--- src/rtl/hazard_unit.sv ---
// Hazard controller for the five-stage RISC-V pipeline: operand forwarding,
// load-use stalls, control-transfer flushes and stall/flush cycle counters.
module hazard_unit #(
  parameter int unsigned CNT_WIDTH = 32
) (
  input  logic                 clk,
  input  logic                 rst,
  input  logic [4:0]           Rs1D,
  input  logic [4:0]           Rs2D,
  input  logic [4:0]           RdD,
  input  logic                 RegWriteD,
  input  logic                 ResultSrcD,
  input  logic                 PCSrcE,
  output logic                 StallF,
  output logic                 StallD,
  output logic                 FlushD,
  output logic                 FlushE,
  output logic [1:0]           ForwardAE,
  output logic [1:0]           ForwardBE,
  output logic [CNT_WIDTH-1:0] stall_count,
  output logic [CNT_WIDTH-1:0] flush_count
);

  typedef enum logic [1:0] {
    FWD_RF  = 2'b00,
    FWD_WB  = 2'b01,
    FWD_MEM = 2'b10
  } fwd_sel_e;

  logic [4:0] rs1_e, rs2_e, rd_e, rd_m, rd_w;
  logic       reg_write_e, load_e, reg_write_m, reg_write_w;
  logic       lw_stall;

  // Memory stage is checked first so the youngest producer wins.
  function automatic fwd_sel_e fwd_sel(
    input logic [4:0] rs,
    input logic [4:0] rdm,
    input logic       rwm,
    input logic [4:0] rdw,
    input logic       rww
  );
    if (rwm && rdm != '0 && rdm == rs)      return FWD_MEM;
    else if (rww && rdw != '0 && rdw == rs) return FWD_WB;
    else                                    return FWD_RF;
  endfunction

  always_comb begin
    lw_stall  = load_e && (rd_e != '0) && ((rd_e == Rs1D) || (rd_e == Rs2D));
    StallF    = 1'b0;
    StallD    = 1'b0;
    FlushD    = 1'b1;
    FlushE    = 1'b1;
    ForwardAE = FWD_RF;
    ForwardBE = FWD_RF;
    if (!rst) begin
      StallF    = lw_stall && !PCSrcE;
      StallD    = lw_stall && !PCSrcE;
      FlushD    = PCSrcE;
      FlushE    = lw_stall || PCSrcE;
      ForwardAE = fwd_sel(rs1_e, rd_m, reg_write_m, rd_w, reg_write_w);
      ForwardBE = fwd_sel(rs2_e, rd_m, reg_write_m, rd_w, reg_write_w);
    end
  end

  always_ff @(posedge clk) begin
    if (rst) begin
      rs1_e       <= '0;
      rs2_e       <= '0;
      rd_e        <= '0;
      reg_write_e <= 1'b0;
      load_e      <= 1'b0;
      rd_m        <= '0;
      reg_write_m <= 1'b0;
      rd_w        <= '0;
      reg_write_w <= 1'b0;
    end else begin
      if (FlushE) begin
        rs1_e       <= '0;
        rs2_e       <= '0;
        rd_e        <= '0;
        reg_write_e <= 1'b0;
        load_e      <= 1'b0;
      end else begin
        rs1_e       <= Rs1D;
        rs2_e       <= Rs2D;
        rd_e        <= RdD;
        reg_write_e <= RegWriteD;
        load_e      <= ResultSrcD;
      end
      rd_m        <= rd_e;
      reg_write_m <= reg_write_e;
      rd_w        <= rd_m;
      reg_write_w <= reg_write_m;
    end
  end

  // Performance counters saturate at all-ones.
  always_ff @(posedge clk) begin
    if (rst) begin
      stall_count <= '0;
      flush_count <= '0;
    end else begin
      if (StallD && stall_count != '1) stall_count <= stall_count + 1'b1;
      if (PCSrcE && flush_count != '1) flush_count <= flush_count + 1'b1;
    end
  end

endmodule
--- config.mk ---
export PLATFORM = sky130hd
export DESIGN_NAME = hazard_unit
export DESIGN_NICKNAME = d
export VERILOG_FILES = /design/src/rtl/hazard_unit.sv
export SDC_FILE = /design/constraint.sdc
export NUM_CORES = 1
export LEC_CHECK = 0
export ABC_AREA = 0
export BUFFER_PORTS_ARGS = -buffer_cell sky130_fd_sc_hd__buf_4
export CAP_MARGIN = 20
export CORE_MARGIN = 4
export CORE_UTILIZATION = 58
export DETAILED_ROUTE_END_ITERATION = 8
export MAX_ROUTING_LAYER = met4
export PLACE_DENSITY = 0.81
export SKIP_LAST_GASP = 1
export SLEW_MARGIN = 20
export SYNTH_ARGS = -nofsm -noshare
export SYNTH_HDL_FRONTEND = slang
export SYNTH_SLANG_ARGS = --single-unit
--- constraint.sdc ---
create_clock -name clk -period 6 [get_ports clk]
set_input_delay 1.2 -clock clk [delete_from_list [all_inputs] [get_ports clk]]
set_output_delay 1.2 -clock clk [all_outputs]
set_load 0.005 [all_outputs]
==> impl_metrics.yaml <==
status:
  status: "complete, no violations"
timing:
  setup_tns_ns: 0
  worst_pin_slew_ns: 0.829
  slew_headroom_pct: 44.5
  setup_viol: 0
  layout_setup_ws_ns: 1.88
  fin_skew_ns: 0.0127
  max_freq_ghz: 0.243
  finalHoldViolations: 0
  post-route-period-util_pct: 68.7
  slew_viol_final: 0
  holdWs_ns: 0.448
  min_period_ns: 4.12
  rsz0062_at_grt: "no"
synthesis:
  synth_top_area_share_pct: 43.8
  synth_mux_area_share_pct: 0.500
  ys_ff_latch: 93
  synth_edf_count: 0
  postSynthCellCount: 496
  yosys.area_share.simple_pct: 30.8
  ys_seq_area_share_pct: 43.8
  synthXorXnorAreaFrac_pct: 11.9
  yosysWarnings: 0
  synth_top_family_by_area: "simple AND/OR/NAND/NOR gates"
  async_reset_ff_share_pct: 0
  synth_compound_area_share_pct: 9.59
  ys.flop_type: "dfxtp_1"
  synth.avg_cell_area_um2: 8.58
  yosysUniqueCellTypes: 40
  synth_area_leaders: "dfxtp_1, xor2_1, xnor2_1, a21oi_1, nand3_1"
  synthAdderAreaFrac_pct: 0.588
  syn_area_mm2: 0.00426
  synth_common_cells: "dfxtp_1, nor2_1, a21oi_1, nand3_1, xor2_1"
  synth_top_area_cell: "dfxtp_1"
  synth_nets: 518
  synth_most_common_cell: "dfxtp_1"
cells_and_area:
  fillers: 562
  utilization_pct: 73.9
  regArea_mm2: 0.00186
  fin_cells: 678
  syn_to_final_growth_pct: 20.6
  n_antenna_cell: 0
  nNetsFinal: 600
  drive_above_1_share_pct: 19.2
  multiInputGateArea_mm2: 0.00228
  fin_area_mm2: 0.00513
cts:
  clkLatencyLatePin_ns: 0.35
  htree_num_levels: 3
  numCtsBuffers: 9
  path_clk_slew_ns: 0.08
  hold_buffers: 0
  cts_tree: "built"
  post-cts-setup-buffer-count: 0
  cts_buffer_depth: 2
  cts_sinks: 93
  cts_resized: 0
  root_buffer: "clkbuf_8"
power_and_ir_drop:
  p_leak_nw: 1.99
  total_power_mw: 1.04
  p_per_area_mw_per_mm2: 203
  vdd_drop_max_mv: 0.146
route:
  vias: 3808
  vias_per_cell: 5.62
  drtIter0Drc: 196
  drc: 0
  wl_per_cell_um: 14.4
  ant_nets: 0
  dr.pass1.iters: 4
  finalWirelength_mm: 9.74
critical_path:
  critPathRequiredTime_ns: 4.80
  cp.arrival_ns: 2.92
  path_class: "in2out"
  r2r_start: "rd_e[2]$_SDFF_PP0_"
  cp-start-kind: "input pin"
  critPathMaxFanout: 81
  setup.worst_path.start: "rst"
  end_kind: "primary output"
global_route:
  grt_pass1_wl_mm: 16.4
  grt_pass1_vias: 3619
  antenna_found_initial: 0
  grt.total_usage_pct: 23.4
  grt_remaining_overflow: 0
  grt_max_degree: 82
floorplanning:
  ioPinCount: 92
  die_x_um: 93.7
  core_area_mm2: 0.00694
  initial_utilization_pct: 61.3
  dieArea_mm2: 0.00877
  num_rows: 30
  die_h_um: 93.7
place:
  placed_cells: 663
  portBuffers: 91
  post_dp_cell_area_mm2: 0.00497
  hpwl_mm: 7.06
  gp_congestion: 0.822
  post-place-ws_ns: 1.89
worst_hold_path:
  hold_class: "reg2reg"
  min_from: "reg_write_e$_SDFF_PP0_"
job:
  cap_violations: 0
## cell families (layout without fill, tap and decap cells)
family                   count (synthesis)  in the layout
AND/OR/NAND/NOR                        237            237
flip-flops                              93             93
AO/OA/AOI/OAI                           76             76
XOR/XNOR                                58             58
buffers and inverters                   28            114
adder cells (fa/ha/maj)                  2              2
multiplexers                             2              2
## final cells by class
cell class,count,share of cell area (%)
Multi-Input combinational cell,375,44.4
Tap cell,96,2.34
Timing Repair Buffer,91,13.3
Sequential cell,93,36.3
Inverter,8,0.585
Clock inverter,2,0.195
Clock buffer,13,2.90
## metal layers
layer  track usage, %  vias up  wire length (um)
met5                -        -                 0
met4             7.58        0                93
met3             4.49        8               431
met2             39.9       85              4890
met1             28.1     1807              4320
li1                 -     1908                 -
## placed cells by master (no fill, tap or decap), types with 9 or more instances in the layout
| cell | synthesis | routed |
|---|---|---|
| a21oi_1 | 35 | 35 |
| and2_1 | 18 | 18 |
| and3_1 | 9 | 9 |
| buf_4 | 2 | 91 |
| clkbuf_8 | 0 | 10 |
| dfxtp_1 | 93 | 93 |
| nand2_1 | 33 | 33 |
| nand3_1 | 35 | 34 |
| nand4_1 | 20 | 20 |
| nor2_1 | 43 | 43 |
| nor2b_1 | 16 | 16 |
| o21ai_0 | 29 | 29 |
| or3_1 | 28 | 28 |
| or4_1 | 11 | 11 |
| xnor2_1 | 24 | 24 |
| xor2_1 | 34 | 34 |
## path summary, 6_finish.rpt
| kind | to | slack [ns] | cells after the start |
|---|---|---|---|
| max | FlushE | 1.88 | 5 |
| min | reg_write_m$_SDFF_PP0_ | 0.45 | 1 |
| max reg2reg | stall_count[7]$_SDFFE_PP0P_ | 3.39 | 6 |
| min reg2reg | reg_write_m$_SDFF_PP0_ | 0.45 | 1 |
## report_power, final
part           leakage (nW)  total [mW]  switching [mW]  internal (mW)
logic                  1.15      0.0540          0.0270         0.0270
registers             0.753       0.632         0.00795          0.624
clock network        0.0833       0.357           0.198          0.159
## critical path, cell delays in order
cell	delay [ns]
buf_4	0.34
or2_2	0.44
nor2_1	0.66
inv_1	0.09
buf_4	0.16
## registers in the layout, indices dropped and copies added, names as in the netlist
| name | cells |
|---|---|
| reg_write_e | 1 |
| load_e | 1 |
| rs1_e | 5 |
| rd_m | 5 |
| flush_count | 32 |
| rd_w | 5 |
| reg_write_w | 1 |
| rs2_e | 5 |
| reg_write_m | 1 |
| stall_count | 32 |
| rd_e | 5 |
Note: power is estimated with default switching activity, not from simulation.
